<file path="src/rtl/id_ex_stage_if.sv">
// ID/EX stage bus: decode-side inputs, execute-side outputs and the stall/bubble status.
// The master modport is the surrounding pipeline; the slave modport is the stage itself.
interface id_ex_stage_if #(
  parameter int DATA_W = 32,
  parameter int REG_AW = 5,
  parameter int CTL_W  = 9,
  parameter int CNT_W  = 16
);
  logic              valid_in;
  logic [DATA_W-1:0] a_in;
  logic [DATA_W-1:0] b_in;
  logic [DATA_W-1:0] imm_in;
  logic [DATA_W-1:0] pc_in;
  logic [REG_AW-1:0] rs_in;
  logic [REG_AW-1:0] rt_in;
  logic [REG_AW-1:0] rd_in;
  logic [CTL_W-1:0]  ctl_in;
  logic              hold;
  logic              flush;

  logic              valid_out;
  logic [DATA_W-1:0] a_out;
  logic [DATA_W-1:0] b_out;
  logic [DATA_W-1:0] imm_out;
  logic [DATA_W-1:0] pc_out;
  logic [REG_AW-1:0] rs_out;
  logic [REG_AW-1:0] rt_out;
  logic [REG_AW-1:0] rd_out;
  logic [CTL_W-1:0]  ctl_out;
  logic              stall_out;
  logic [CNT_W-1:0]  bubble_cnt;

  modport master (
    output valid_in, a_in, b_in, imm_in, pc_in, rs_in, rt_in, rd_in, ctl_in, hold, flush,
    input  valid_out, a_out, b_out, imm_out, pc_out, rs_out, rt_out, rd_out, ctl_out,
           stall_out, bubble_cnt
  );

  modport slave (
    input  valid_in, a_in, b_in, imm_in, pc_in, rs_in, rt_in, rd_in, ctl_in, hold, flush,
    output valid_out, a_out, b_out, imm_out, pc_out, rs_out, rt_out, rd_out, ctl_out,
           stall_out, bubble_cnt
  );
endinterface

</file>
<file path="src/rtl/id_ex_stage.sv">
// ID/EX pipeline register with load-use hazard detection, downstream hold,
// branch flush and a saturating count of injected load-use bubbles.
module id_ex_stage #(
  parameter int DATA_W = 32,
  parameter int REG_AW = 5,
  parameter int CTL_W  = 9,
  parameter int CNT_W  = 16
) (
  input logic         clk,
  input logic         rst_n,
  id_ex_stage_if.slave bus
);
  // Control word is {regwrite,memtoreg,branch,memread,memwrite,regdst,aluop[1:0],alusrc}
  localparam int MEMREAD_BIT = CTL_W - 4;

  logic              valid_q;
  logic [DATA_W-1:0] a_q;
  logic [DATA_W-1:0] b_q;
  logic [DATA_W-1:0] imm_q;
  logic [DATA_W-1:0] pc_q;
  logic [REG_AW-1:0] rs_q;
  logic [REG_AW-1:0] rt_q;
  logic [REG_AW-1:0] rd_q;
  logic [CTL_W-1:0]  ctl_q;
  logic [CNT_W-1:0]  cnt_q;
  logic              load_use;

  // A load sitting in EX whose destination feeds either ID source; $0 never counts
  always_comb begin
    load_use = valid_q & ctl_q[MEMREAD_BIT] & bus.valid_in & (rt_q != '0) &
               ((rt_q == bus.rs_in) | (rt_q == bus.rt_in));
  end

  // Pipeline register update: flush beats hold, hold beats the bubble, bubble beats capture
  always_ff @(posedge clk or negedge rst_n) begin
    if (!rst_n) begin
      valid_q <= 1'b0;
      a_q     <= '0;
      b_q     <= '0;
      imm_q   <= '0;
      pc_q    <= '0;
      rs_q    <= '0;
      rt_q    <= '0;
      rd_q    <= '0;
      ctl_q   <= '0;
      cnt_q   <= '0;
    end else if (bus.flush) begin
      valid_q <= 1'b0;
      ctl_q   <= '0;
    end else if (!bus.hold) begin
      if (load_use) begin
        valid_q <= 1'b0;
        ctl_q   <= '0;
        if (cnt_q != '1) begin
          cnt_q <= cnt_q + CNT_W'(1);
        end
      end else begin
        valid_q <= bus.valid_in;
        a_q     <= bus.a_in;
        b_q     <= bus.b_in;
        imm_q   <= bus.imm_in;
        pc_q    <= bus.pc_in;
        rs_q    <= bus.rs_in;
        rt_q    <= bus.rt_in;
        rd_q    <= bus.rd_in;
        ctl_q   <= bus.valid_in ? bus.ctl_in : '0;
      end
    end
  end

  // Drive the execute-side outputs and the upstream freeze request
  always_comb begin
    bus.valid_out  = valid_q;
    bus.a_out      = a_q;
    bus.b_out      = b_q;
    bus.imm_out    = imm_q;
    bus.pc_out     = pc_q;
    bus.rs_out     = rs_q;
    bus.rt_out     = rt_q;
    bus.rd_out     = rd_q;
    bus.ctl_out    = ctl_q;
    bus.bubble_cnt = cnt_q;
    bus.stall_out  = bus.hold | load_use;
  end
endmodule

</file>
<file path="src/flat_wrapper.sv">
// flat-port wrapper written by rule: the top's interface ports become plain ports
module id_ex_stage_flat 
#(
  parameter int DATA_W = 32,
  parameter int REG_AW = 5,
  parameter int CTL_W  = 9,
  parameter int CNT_W  = 16
)
  (clk, rst_n, bus_valid_in, bus_a_in, bus_b_in, bus_imm_in, bus_pc_in, bus_rs_in, bus_rt_in, bus_rd_in, bus_ctl_in, bus_hold, bus_flush, bus_valid_out, bus_a_out, bus_b_out, bus_imm_out, bus_pc_out, bus_rs_out, bus_rt_out, bus_rd_out, bus_ctl_out, bus_stall_out, bus_bubble_cnt);
  id_ex_stage_if #(.DATA_W(DATA_W), .REG_AW(REG_AW), .CTL_W(CTL_W), .CNT_W(CNT_W)) bus_i ();
  input logic clk;
  input logic rst_n;
  input wire logic [$bits(bus_i.valid_in)-1:0] bus_valid_in;
  input wire logic [$bits(bus_i.a_in)-1:0] bus_a_in;
  input wire logic [$bits(bus_i.b_in)-1:0] bus_b_in;
  input wire logic [$bits(bus_i.imm_in)-1:0] bus_imm_in;
  input wire logic [$bits(bus_i.pc_in)-1:0] bus_pc_in;
  input wire logic [$bits(bus_i.rs_in)-1:0] bus_rs_in;
  input wire logic [$bits(bus_i.rt_in)-1:0] bus_rt_in;
  input wire logic [$bits(bus_i.rd_in)-1:0] bus_rd_in;
  input wire logic [$bits(bus_i.ctl_in)-1:0] bus_ctl_in;
  input wire logic [$bits(bus_i.hold)-1:0] bus_hold;
  input wire logic [$bits(bus_i.flush)-1:0] bus_flush;
  output wire logic [$bits(bus_i.valid_out)-1:0] bus_valid_out;
  output wire logic [$bits(bus_i.a_out)-1:0] bus_a_out;
  output wire logic [$bits(bus_i.b_out)-1:0] bus_b_out;
  output wire logic [$bits(bus_i.imm_out)-1:0] bus_imm_out;
  output wire logic [$bits(bus_i.pc_out)-1:0] bus_pc_out;
  output wire logic [$bits(bus_i.rs_out)-1:0] bus_rs_out;
  output wire logic [$bits(bus_i.rt_out)-1:0] bus_rt_out;
  output wire logic [$bits(bus_i.rd_out)-1:0] bus_rd_out;
  output wire logic [$bits(bus_i.ctl_out)-1:0] bus_ctl_out;
  output wire logic [$bits(bus_i.stall_out)-1:0] bus_stall_out;
  output wire logic [$bits(bus_i.bubble_cnt)-1:0] bus_bubble_cnt;
  assign bus_i.valid_in = bus_valid_in;
  assign bus_i.a_in = bus_a_in;
  assign bus_i.b_in = bus_b_in;
  assign bus_i.imm_in = bus_imm_in;
  assign bus_i.pc_in = bus_pc_in;
  assign bus_i.rs_in = bus_rs_in;
  assign bus_i.rt_in = bus_rt_in;
  assign bus_i.rd_in = bus_rd_in;
  assign bus_i.ctl_in = bus_ctl_in;
  assign bus_i.hold = bus_hold;
  assign bus_i.flush = bus_flush;
  assign bus_valid_out = bus_i.valid_out;
  assign bus_a_out = bus_i.a_out;
  assign bus_b_out = bus_i.b_out;
  assign bus_imm_out = bus_i.imm_out;
  assign bus_pc_out = bus_i.pc_out;
  assign bus_rs_out = bus_i.rs_out;
  assign bus_rt_out = bus_i.rt_out;
  assign bus_rd_out = bus_i.rd_out;
  assign bus_ctl_out = bus_i.ctl_out;
  assign bus_stall_out = bus_i.stall_out;
  assign bus_bubble_cnt = bus_i.bubble_cnt;
  id_ex_stage #(.DATA_W(DATA_W), .REG_AW(REG_AW), .CTL_W(CTL_W), .CNT_W(CNT_W)) u_core (.clk(clk), .rst_n(rst_n), .bus(bus_i));
endmodule
</file>
<file path="config.mk">
export PLATFORM = sky130hd
export DESIGN_NAME = id_ex_stage_flat
export DESIGN_NICKNAME = d
export VERILOG_FILES = /design/src/rtl/id_ex_stage_if.sv /design/src/rtl/id_ex_stage.sv /design/src/flat_wrapper.sv
export SDC_FILE = /design/constraint.sdc
export NUM_CORES = 1
export LEC_CHECK = 0
export ABC_CLOCK_PERIOD_IN_PS = 2000
export CAP_MARGIN = 30
export CORE_UTILIZATION = 29
export CTS_CLUSTER_DIAMETER = 40
export DETAILED_ROUTE_END_ITERATION = 7
export PLACE_DENSITY = 0.61
export SYNTH_ARGS = -nofsm -noshare
export SYNTH_HDL_FRONTEND = slang
export SYNTH_SLANG_ARGS = --single-unit
</file>
<file path="constraint.sdc">
create_clock -name clk -period 2 [get_ports clk]
set_input_delay 0.4 -clock clk [delete_from_list [all_inputs] [get_ports clk]]
set_output_delay 0.4 -clock clk [all_outputs]
set_load 0.01 [all_outputs]
</file>
==> impl_table.tex, run 1 <==
\begin{tabular}{lr}
\hline
Metric & Value \\
\hline
\multicolumn{2}{l}{\textbf{Cells and area}} \\
Antenna cells & 0 \\
Area taken by flip-flops and latches & 4230 um\^{}2 \\
Synth-to-layout area growth & 83.15\% \\
Filler cell count in the final layout & 1,872 \\
Final standard cell utilization of the core & 54.40\% \\
Fin nets & 992 \\
Number of standard cells in the layout, taps in and fillers out & 1,160 \\
Total area of multi-input combinational cells & 2935 um\^{}2 \\
Ratio of cells with drive above 1 in the final layout & 31.64\% \\
\multicolumn{2}{l}{\textbf{GRT}} \\
Global-route track usage on met1 & 19.97\% \\
Overflow left after global routing & 0 \\
Met2 track demand over resource & 30.47\% \\
Antenna violations before repair & 0 \\
Global-route wire length before repair & 31,970 um \\
Met3 Usage GRT & 5.127\% \\
Via count of the first global-routing pass & 5,815 \\
Pin count of the biggest net entering global routing & 47 \\
Overall routing resource usage & 17.39\% \\
Most Crowded Layer GR & met2 \\
\multicolumn{2}{l}{\textbf{Timing}} \\
Worst clock skew & 15.17 ps \\
Slew at the pin closest to its max-slew limit & 475.3 ps \\
Finish-stage setup viols & 144 \\
Number of pins with negative max-slew slack in the final report & 0 \\
Hold violation total from the final report & 0 \\
Setup repair after global routing missed its margin & true \\
Max-slew headroom & 68.32\% \\
Period utilization & 116.0\% \\
Fmax & 0.4311 GHz \\
Time the final worst path needs with I/O delays and setup & 2319 ps \\
Final setup TNS & -39,150 ps \\
Worst setup margin & -319.4 ps \\
\multicolumn{2}{l}{\textbf{Pwr}} \\
Power share of the sequential group & 40.1\% \\
Net switching power & 2.647 mW \\
Total power of the final layout & 10.28 mW \\
Relative contribution of combinational cells to total power & 26.0\% \\
Int Pwr & 7.631 mW \\
VDD IR max & 451.5 uV \\
Clock power share & 34.0\% \\
Cell leakage power & 5.396 nW \\
Switching part of the total & 25.75\% \\
Power density of the placed cells & 829.5 nW/um\^{}2 \\
\multicolumn{2}{l}{\textbf{Placed design}} \\
HPWL after detailed placement & 14,720 um \\
Setup slack after placement & -604.9 ps \\
Port Buffers & 326 \\
Number of instances in the placed design & 1,109 \\
Routability congestion estimate from global placement & 0.7906 \\
\multicolumn{2}{l}{\textbf{Job}} \\
Max-Cap Viols & 0 \\
\multicolumn{2}{l}{\textbf{Route}} \\
Post-DRT Antenna Nets & 0 \\
Number of vias after detailed routing & 5,248 \\
Total Routed Length & 21,320 um \\
DRC & 0 \\
Post-detailed-route via-to-cell ratio & 4.524 \\
Initial drt markers & 147 \\
Detailed-routing iteration count for the pre-antenna-repair pass & 4 \\
Average wire length per cell after detail routing & 18.38 um \\
\multicolumn{2}{l}{\textbf{Die}} \\
Die Footprint & 23,940 um\^{}2 \\
Row Count & 55 \\
Die span in x & 154.7 um \\
Vertical die dimension & 154.7 um \\
Core box area & 22,780 um\^{}2 \\
Number of top-level design ports & 327 \\
Initial core utilization & 29.70\% \\
\multicolumn{2}{l}{\textbf{Worst setup path}} \\
FF-to-FF setup slack & -320 ps \\
Crit-path slowest cell & sky130\_fd\_sc\_hd\_\_or4\_4 \\
Crit path launch type & flip-flop \\
FF-to-FF path depth & 8 \\
CP required & 2310 ps \\
Cell occurring most often along the worst timing path & sky130\_fd\_sc\_hd\_\_buf\_6 \\
Startpoint-to-endpoint class of the critical path & reg -> reg \\
Max incr delay on CP & 540 ps \\
Source of the worst register-to-register timing path & u\_core.bus.rt\_out[2]\$\_DFFE\_PN0P\_ \\
Endpoint kind of the worst setup timing path & flip-flop \\
Data arrival, critical path & 2630 ps \\
Critical path launch point & u\_core.bus.rt\_out[2]\$\_DFFE\_PN0P\_ \\
FF-to-FF End & u\_core.bus.b\_out[21]\$\_DFFE\_PN0P\_ \\
Top fanout value on the critical path & 7 \\
Crit-path cells & or4\_4 > o21a\_1 > buf\_6 > a21oi\_4 > buf\_6 > buf\_12 > clkbuf\_16 > mux2\_4 \\
\multicolumn{2}{l}{\textbf{Yosys}} \\
Most frequent cells after synthesis & 169 x sky130\_fd\_sc\_hd\_\_dfrtp\_1, 76 x sky130\_fd\_sc\_hd\_\_mux2\_2, 70 x sky130\_fd\_sc\_hd\_\_mux2\_1, 22 x sky130\_fd\_sc\_hd\_\_xor2\_1, 11 x sky130\_fd\_sc\_hd\_\_nor2b\_1 \\
Post-synthesis instance area & 6765 um\^{}2 \\
Async set-or-reset flop fraction in the synthesized netlist & 100.0\% \\
Number of enable flip-flop cells after synthesis & 0 \\
Ranking of synthesized cells by area & sky130\_fd\_sc\_hd\_\_dfrtp\_1 63\%, sky130\_fd\_sc\_hd\_\_mux2\_2 13\%, sky130\_fd\_sc\_hd\_\_mux2\_1 12\% \\
Share of the synthesized area in the top cell type & 62.51\% \\
Synthesized netlist net count & 599 \\
Synthesized instance count & 441 \\
Seq cells post-synth & 169 \\
Warning count from the yosys run & 0 \\
Synth area leader & sky130\_fd\_sc\_hd\_\_dfrtp\_1 \\
Mean instance size in the synthesized netlist & 15.34 um\^{}2 \\
Post-synthesis sequential area ratio & 62.51\% \\
Most repeated cell in the gate-level netlist after synthesis & sky130\_fd\_sc\_hd\_\_dfrtp\_1 \\
Main flop type after synthesis & sky130\_fd\_sc\_hd\_\_dfrtp\_1 \\
Count of cell types in the netlist & 37 \\
\multicolumn{2}{l}{\textbf{Worst hold path}} \\
Kind of path behind the tightest hold check & in -> async \\
\multicolumn{2}{l}{\textbf{CTS}} \\
CTS tree & built \\
Clock buffer count from CTS & 17 \\
Clock input transition at the sequential cells of the worst setup and hold paths & 70 ps \\
Number of buffers on the longest clock path & 2 \\
Root Buffer Master & sky130\_fd\_sc\_hd\_\_clkbuf\_16 \\
Clock latency of the later-clocked register in the worst-skew pair & 430 ps \\
CTS H-tree depth & 4 \\
Clock sink count & 169 \\
\multicolumn{2}{l}{\textbf{Outcome}} \\
Status & complete, but fails checks \\
Failing checks & setup timing \\
\hline
\end{tabular}
[worst max-delay path, delay by kind of cell (launching register included)]
| kind | cells | cell delay, ps |
|---|---|---|
| buffers and inverters | 4 | 580 |
| and+or+nand+nor | 1 | 540 |
| AOI/OAI and AO/OA | 2 | 400 |
| DFF | 1 | 390 |
| muxes | 1 | 300 |
[registers in the layout (all words and copies together) (netlist names)]
register / count
u_core.bus.rd_out: 5
u_core.bus.rt_out: 5
u_core.bus.imm_out: 32
u_core.bus.bubble_cnt: 16
u_core.bus.a_out: 32
u_core.bus.ctl_out: 9
u_core.bus.valid_out: 1
u_core.bus.b_out: 32
u_core.bus.pc_out: 32
u_core.bus.rs_out: 5
[power by group through the flow]
stage / clock (mW) / sequential (mW) / combinational, mW
2_1_floorplan: 0 / 4.35 / 0.507
4_1_cts: 3.60 / 4.11 / 2.51
6_report: 3.49 / 4.12 / 2.67
3_3_place_gp: 0 / 4.13 / 2.23
3_5_place_dp: 0 / 4.15 / 2.26
5_1_grt: 3.75 / 4.17 / 2.82
[through the flow]
step	hold WS (ps)	area (um^2)
global route	495.8	12390
CTS	487.7	12000
global placement	367.4	10780
detailed placement	367.4	10780
finish	471.4	12390
floorplan	104.4	6770
[cells in the final DEF (no fill, tap or decap), types with 2 or more instances in the layout]
cell type                         instances
sky130_fd_sc_hd__buf_16                   5
sky130_fd_sc_hd__buf_4                   30
sky130_fd_sc_hd__inv_6                    3
sky130_fd_sc_hd__nor2_1                   3
sky130_fd_sc_hd__dfrtp_1                168
sky130_fd_sc_hd__xor2_1                  22
sky130_fd_sc_hd__nor2b_1                 11
sky130_fd_sc_hd__nand2b_1                 2
sky130_fd_sc_hd__buf_8                    6
sky130_fd_sc_hd__nor3_2                   3
sky130_fd_sc_hd__nand3_1                  7
sky130_fd_sc_hd__inv_8                    3
sky130_fd_sc_hd__and2_1                   2
sky130_fd_sc_hd__nor4b_2                  2
sky130_fd_sc_hd__clkinv_4                 3
sky130_fd_sc_hd__inv_1                    2
sky130_fd_sc_hd__clkdlybuf4s50_1        323
sky130_fd_sc_hd__mux2_4                 118
sky130_fd_sc_hd__buf_6                   12
sky130_fd_sc_hd__mux2_2                  27
sky130_fd_sc_hd__clkbuf_1                 2
sky130_fd_sc_hd__bufinv_16                3
sky130_fd_sc_hd__nor4_2                   6
sky130_fd_sc_hd__buf_12                  13
sky130_fd_sc_hd__nand4_1                  4
sky130_fd_sc_hd__clkbuf_16               21
sky130_fd_sc_hd__nand2_1                  6
sky130_fd_sc_hd__and3_1                   2
sky130_fd_sc_hd__a32o_1                  10
sky130_fd_sc_hd__nor4_1                   2
[layer usage]
layer / up-vias / share of wire (%)
met5: - / 0
met4: 0 / 2.5
met3: 36 / 6.2
met2: 222 / 51
met1: 2614 / 41
li1: 2376 / -
[logic make-up (layout without fill, tap and decap cells)]
family,count (synthesis),in the layout,share of synthesized area (%)
compound gates,17,17,2.404
xor+xnor,23,23,2.978
fa+ha+maj,1,1,0.1849
buf+inv,24,430,2.293
flops,169,169,62.51
mux,146,146,24.30
simple gates,61,61,5.326
[area by class of cell]
cell class                 count  area share (%)
tap                          313           3.161
timing repair buffer         396           33.97
clock buffer                  19           3.494
sequential                   169           34.14
inverter                       2         0.06059
clock inverter                13           1.484
multi-input combinational    248           23.69
[timing repair]
| action | in CTS | in global routing |
|---|---|---|
| pin swaps | 2 | 4 |
| resized for setup | 91 | 84 |
| hold buffers | 1 | 0 |
| setup endpoints to repair | 158 | 161 |
| cloned | 7 | 4 |
| hold endpoints to repair | 39 | 0 |
| setup buffers | 7 | 6 |
[worst max path at each step]
stage,endpoint,slack [ps],cells after the start
6_report,u_core.bus.b_out[21]$_DFFE_PN0P_,-320,8
3_3_place_gp,u_core.bus.a_out[25]$_DFFE_PN0P_,-600,9
4_1_cts,u_core.bus.pc_out[11]$_DFFE_PN0P_,-360,7
3_5_place_dp,u_core.bus.b_out[21]$_DFFE_PN0P_,-600,9
2_1_floorplan,u_core.bus.rt_out[0]$_DFFE_PN0P_,-160,6
5_1_grt,u_core.bus.imm_out[23]$_DFFE_PN0P_,-400,8
(Power assumes the default switching activity.)
==> run 2, diff against run 1 <==
Settings changed: CORE_MARGIN set to 4, GPL_TIMING_DRIVEN set to 0.
==> impl_table.tex, run 2 (same netlist as run 1, synthesis figures left out) <==
\begin{tabular}{lr}
\hline
Metric & Value \\
\hline
\multicolumn{2}{l}{\textbf{Timing}} \\
Worst clock skew & 9.354 ps \\
Slew at the pin closest to its max-slew limit & 717.9 ps \\
Hold violation total from the final report & 0 \\
Fmax & 0.4351 GHz \\
Worst setup margin & -298.4 ps \\
Number of pins with negative max-slew slack in the final report & 0 \\
Finish-stage setup viols & 146 \\
Max-slew headroom & 52.14\% \\
Time the final worst path needs with I/O delays and setup & 2298 ps \\
Period utilization & 114.9\% \\
Post-Route Hold Slack & 5.897 ps \\
Setup repair after global routing missed its margin & true \\
\multicolumn{2}{l}{\textbf{CTS}} \\
Clock sink count & 169 \\
Number of buffers on the longest clock path & 2 \\
CTS H-tree depth & 4 \\
CTS tree & built \\
Clock buffer count from CTS & 17 \\
Root Buffer Master & sky130\_fd\_sc\_hd\_\_clkbuf\_16 \\
Clock input transition at the sequential cells of the worst setup and hold paths & 70 ps \\
Hold buffer count at cts & 0 \\
Clock latency of the later-clocked register in the worst-skew pair & 410 ps \\
\multicolumn{2}{l}{\textbf{Die}} \\
Die span in x & 160.7 um \\
Row Count & 55 \\
Die Footprint & 25,840 um\^{}2 \\
Number of top-level design ports & 327 \\
Initial core utilization & 29.70\% \\
Core box area & 22,780 um\^{}2 \\
Vertical die dimension & 160.7 um \\
\multicolumn{2}{l}{\textbf{Worst setup path}} \\
Data arrival, critical path & 2600 ps \\
CP required & 2300 ps \\
Startpoint-to-endpoint class of the critical path & reg -> reg \\
FF-to-FF path depth & 7 \\
Top fanout value on the critical path & 9 \\
Crit path launch type & flip-flop \\
Endpoint kind of the worst setup timing path & flip-flop \\
\multicolumn{2}{l}{\textbf{Pwr}} \\
Clock power share & 33.1\% \\
Cell leakage power & 5.053 nW \\
Net switching power & 2.602 mW \\
Switching part of the total & 26.38\% \\
Power share of the sequential group & 41.7\% \\
Total power of the final layout & 9.861 mW \\
Int Pwr & 7.259 mW \\
Power density of the placed cells & 825.8 nW/um\^{}2 \\
VDD IR max & 476.2 uV \\
Relative contribution of combinational cells to total power & 25.2\% \\
\multicolumn{2}{l}{\textbf{Cells and area}} \\
Number of standard cells in the layout, taps in and fillers out & 1,134 \\
Antenna cells & 0 \\
Total area of multi-input combinational cells & 2750 um\^{}2 \\
Ratio of cells with drive above 1 in the final layout & 23.87\% \\
Commonest cells after routing, fill and taps aside & 322 x sky130\_fd\_sc\_hd\_\_clkdlybuf4s50\_1, 165 x sky130\_fd\_sc\_hd\_\_dfrtp\_1, 67 x sky130\_fd\_sc\_hd\_\_mux2\_4 \\
Area taken by flip-flops and latches & 4234 um\^{}2 \\
Filler cell count in the final layout & 1,903 \\
Synth-to-layout area growth & 76.49\% \\
Most common cell after layout, fill and taps aside & sky130\_fd\_sc\_hd\_\_clkdlybuf4s50\_1 \\
Fin nets & 966 \\
\multicolumn{2}{l}{\textbf{Route}} \\
Post-DRT Antenna Nets & 0 \\
DRC & 0 \\
Number of vias after detailed routing & 5,036 \\
Detailed-routing iteration count for the pre-antenna-repair pass & 4 \\
Post-detailed-route via-to-cell ratio & 4.441 \\
Total Routed Length & 21,140 um \\
Initial drt markers & 145 \\
Average wire length per cell after detail routing & 18.64 um \\
\multicolumn{2}{l}{\textbf{GRT}} \\
Antenna violations before repair & 2 \\
Pin count of the biggest net entering global routing & 96 \\
Overall routing resource usage & 15.56\% \\
Overflow left after global routing & 0 \\
Via count of the first global-routing pass & 5,543 \\
Global-route wire length before repair & 31,850 um \\
\multicolumn{2}{l}{\textbf{Placed design}} \\
Port Buffers & 326 \\
Number of instances in the placed design & 1,081 \\
HPWL after detailed placement & 15,120 um \\
Routability congestion estimate from global placement & 0.7669 \\
\multicolumn{2}{l}{\textbf{Job}} \\
Max-Cap Viols & 0 \\
\multicolumn{2}{l}{\textbf{Outcome}} \\
Status & complete, but fails checks \\
Failing checks & setup timing \\
\multicolumn{2}{l}{\textbf{Worst hold path}} \\
Kind of path behind the tightest hold check & in -> async \\
\hline
\end{tabular}
## run 2: changes by cell type in the layout (fill, tap and decap cells not counted), sizes merged
| cell | delta |
|---|---|
| clkinv | +1 |
| buf | -31 |
| dlygate4sd3 | -1 |
| clkdlybuf4s50 | -1 |
| dlymetal6s2s | +1 |
| bufinv | -2 |
| clkinvlp | +1 |
| clkbuf | +6 |
## run 2: metrics by stage
stage	setup slack (ps)	utilization, %	area [um^2]	setup TNS [ps]
detailed placement	-950.5	45.91	10460	-138140
finish	-298.4	52.42	11940	-35130
CTS	-312.3	50.86	11580	-37050
global route	-377.2	52.42	11940	-44470
floorplan	-156.4	-	6770	-18240
global placement	-6856	45.77	10430	-1181910
## run 2: repair_timing
| item | in CTS | in global routing |
|---|---|---|
| gates cloned | 3 | 6 |
| endpoints found under the setup margin | 166 | 168 |
| pin swaps | 4 | 7 |
| gates resized for setup | 105 | 41 |
| setup buffers | 8 | 4 |
## run 2: final timing paths
path	start	to	slack [ps]
hold reg to reg	u_core.bus.pc_out[7]$_DFFE_PN0P_	u_core.bus.pc_out[7]$_DFFE_PN0P_	490
setup reg to reg	u_core.bus.rt_out[0]$_DFFE_PN0P_	u_core.bus.b_out[29]$_DFFE_PN0P_	-300
min in group clk	bus_rs_in[4]	u_core.bus.rs_out[4]$_DFFE_PN0P_	350
hold / removal	rst_n	u_core.bus.pc_out[9]$_DFFE_PN0P_	6
max in group asynchronous	rst_n	u_core.bus.pc_out[31]$_DFFE_PN0P_	1150
setup / recovery	u_core.bus.rt_out[0]$_DFFE_PN0P_	u_core.bus.b_out[29]$_DFFE_PN0P_	-300
## run 2: cell type report
class | count | share of cell area, %
sequential | 169 | 35.46
timing repair buffer | 348 | 30.78
multi-input combinational | 248 | 23.03
clock buffer | 19 | 3.710
tap | 313 | 3.280
buffer | 22 | 2.536
clock inverter | 13 | 1.142
inverter | 2 | 0.06287
## run 2: routing by layer
layer | up-vias | routed length, um | global-route usage, %
met1 | 2481 | 8507 | 18.13
met4 | 4 | 225 | 3.528
met5 | - | 27 | 0
met3 | 19 | 1745 | 6.390
li1 | 2316 | - | -
met2 | 216 | 10640 | 26.96
## run 2: critical path, stage by stage, from the launching register on
cell	delay, ps
sky130_fd_sc_hd__dfrtp_2	420
sky130_fd_sc_hd__or4_4	550
sky130_fd_sc_hd__o21a_4	230
sky130_fd_sc_hd__a21oi_4	150
sky130_fd_sc_hd__buf_12	150
sky130_fd_sc_hd__buf_12	170
sky130_fd_sc_hd__clkbuf_16	170
sky130_fd_sc_hd__mux2_1	320
## run 2: power by group through the flow
stage / sequential [mW] / clock [mW] / combinational (mW)
global placement: 4.14 / 0 / 2.15
detailed placement: 4.16 / 0 / 2.18
global route: 4.16 / 3.54 / 2.63
floorplan: 4.35 / 0 / 0.507
finish: 4.11 / 3.26 / 2.49
CTS: 4.11 / 3.39 / 2.40
==> edit, RTL diff (flow settings as in run 2) <==
`REG_AW` is set to 5 in 3 places; all go to 6.
--- a/src/rtl/id_ex_stage_if.sv
+++ b/src/rtl/id_ex_stage_if.sv
@@ -2,7 +2,7 @@
 // The master modport is the surrounding pipeline; the slave modport is the stage itself.
 interface id_ex_stage_if #(
   parameter int DATA_W = 32,
-  parameter int REG_AW = 5,
+  parameter int REG_AW = 6,
   parameter int CTL_W  = 9,
   parameter int CNT_W  = 16
 );
--- a/src/rtl/id_ex_stage.sv
+++ b/src/rtl/id_ex_stage.sv
@@ -2,7 +2,7 @@
 // branch flush and a saturating count of injected load-use bubbles.
 module id_ex_stage #(
   parameter int DATA_W = 32,
-  parameter int REG_AW = 5,
+  parameter int REG_AW = 6,
   parameter int CTL_W  = 9,
   parameter int CNT_W  = 16
 ) (
--- a/src/flat_wrapper.sv
+++ b/src/flat_wrapper.sv
@@ -2,7 +2,7 @@
 module id_ex_stage_flat 
 #(
   parameter int DATA_W = 32,
-  parameter int REG_AW = 5,
+  parameter int REG_AW = 6,
   parameter int CTL_W  = 9,
   parameter int CNT_W  = 16
 )
Interface: changed (6 resized); port bits go from 327 to 333. No check against the original RTL was run, so the function may have changed too.
==> edit against run 2 <==
The run still ends with negative setup slack left; power grew 2.0%; setup slack improved by 55 ps; global-route usage is 0.70 points lower; final area decreased by 0.88%; synthesized area is 8.1% higher; utilization decreased by 4.2 points; wire length decreased by 0.24%; sequential cell count rose by 3; critical endpoint is now bus_stall_out; largest cell class unchanged.
==> edit: results (changes against run 2) <==
Drt
  – Iter 0 DRT Violations: 221 (was 145)
  – Routed vias: 4958 (was 5036)

Final layout
  – Fill cells: 2200 (was 1903)
  – Layout cells sized above 1: 27.8% (was 23.9%)
  – Cell Count, Final, Fillers Out: 1136 (was 1134)
  – Nets: 960 (was 966)

Worst setup path
  – Crit path max-delay family: buffers and inverters (was simple AND/OR/NAND/NOR gates)
  – Crit path launch: bus_rs_in[0] (was u_core.bus.rt_out[0])
  – Worst-path fanout max: 2 (was 9)
  – Reg2Reg Setup Slack: -200 ps (was -300 ps)
  – Reg2Reg Depth: 9 (was 7)
  – CP max-delay cell: clkdlybuf4s50_1 (was or4_4)
  – R2R Path End: u_core.bus.b_out[17] (was u_core.bus.b_out[29])

Place
  – Dpl cell area: 11100 µm² (was 10500 µm²)
  – DP Worst Slack: -1110 ps (was -950 ps)
  – Port bufs: 332 (was 326)

Timing
  – Final worst-path setup slack: -243 ps (was -298 ps)
  – Worst-margin pin slew: 557 ps (was 718 ps)
  – Final Setup Violations: 155 (was 146)
  – Setup TNS: -24920 ps (was -35130 ps)
  – Post-route clock skew: 12.4 ps (was 9.35 ps)

Hold path
  – Worst hold path type: input pin to flip-flop (was input pin to asynchronous set/reset pin)

Yosys
  – Synth top area cells: dfrtp_1 (59%), mux2_4 (26%), xnor2_1 (3.0%), mux2_2 (2.8%), buf_6 (2.3%) (was dfrtp_1 (63%), mux2_2 (13%), mux2_1 (12%), xor2_1 (2.8%), a32o_1 (1.5%))
  – Distinct cells, synth: 32 (was 37)
  – Sequential element share of the synthesized area: 58.9% (was 62.5%)
  – Commonest cells in the netlist: dfrtp_1 (172), mux2_4 (127), xnor2_1 (25) (was dfrtp_1 (169), mux2_2 (76), mux2_1 (70))
  – Gate Count Post-Synth: 435 (was 441)

Power and ir drop
  – Static leakage: 5.07 nW (was 5.05 nW)

Outcome
  – Failing checks: negative setup slack (unchanged)
  – Outcome: complete, but fails checks (unchanged)

Global route
  – Vias in the first global route: 5407 (was 5543)
  – Largest net degree at the start of global routing: 107 (was 96)
  – First-pass GRT wire length: 32600 µm (was 31900 µm)
==> edit: logic make-up after synthesis <==
logic type / synth area share (%)
AOI/OAI and AO/OA: 1.81
xor gates and xnor gates: 3.11
adders and majority gates: 0.171
buffers and inverters: 2.72
DFF: 58.9
muxes: 29.3
and+or+nand+nor: 3.99
==> edit: layout make-up <==
class | instances | area share, %
Tap cell | 324 | 3.43
Inverter | 1 | 0.0317
Multi-Input combinational cell | 241 | 24.2
Clock buffer | 18 | 3.63
Timing Repair Buffer | 345 | 29.2
Clock inverter | 14 | 1.25
Buffer | 21 | 1.81
Sequential cell | 172 | 36.4
==> edit: per-stage QoR <==
| stage | total power [mW] | hold WS, ps |
|---|---|---|
| after detailed placement | 6.78 | 386 |
| after global routing | 10.5 | 344 |
| after global placement | 6.75 | 470 |
| after floorplan | 5.26 | 104 |
| final | 10.1 | 327 |
| after CTS | 10.2 | 491 |
==> edit: worst max-delay path by stage <==
stage	end	slack [ps]
after floorplan	u_core.bus.bubble_cnt[1]	110
after global placement	u_core.bus.pc_out[30]	-7070
after detailed placement	bus_stall_out	-1110
after CTS	bus_stall_out	-330
after global routing	bus_stall_out	-340
final	bus_stall_out	-240
==> edit: repair_timing <==
item                                   in CTS  in global routing
endpoints found under the hold margin      66                  0
buffers inserted                            2                  9
gates cloned                                0                  0
pin swaps                                   3                  6
resized for setup                          13                 17
hold buffers                                1                  0
setup endpoints to repair                 167                168
==> edit: metal layers <==
layer / wire length (µm) / part of all wire [%] / global-route usage (%)
met2: 10300 / 49 / 24.5
met4: 354 / 1.7 / 4.27
met5: 0 / 0 / 0
met1: 8870 / 42 / 18.6
met3: 1520 / 7.2 / 5.10
==> edit: power breakdown <==
group          switching (mW)  internal, mW  leakage (nW)
clock                    1.55          1.77         0.268
sequential              0.272          3.93          2.07
combinational           0.844          1.70          2.73
total                    2.67          7.39          5.07
==> edit: worst register-to-register path, delay by kind of cell (launching register included) <==
kind | cells | cell delay, ps
multiplexers | 1 | 320
XOR/XNOR | 1 | 140
AO/OA/AOI/OAI | 2 | 330
flip-flops | 1 | 460
AND/OR/NAND/NOR | 1 | 140
buffers and inverters | 4 | 700
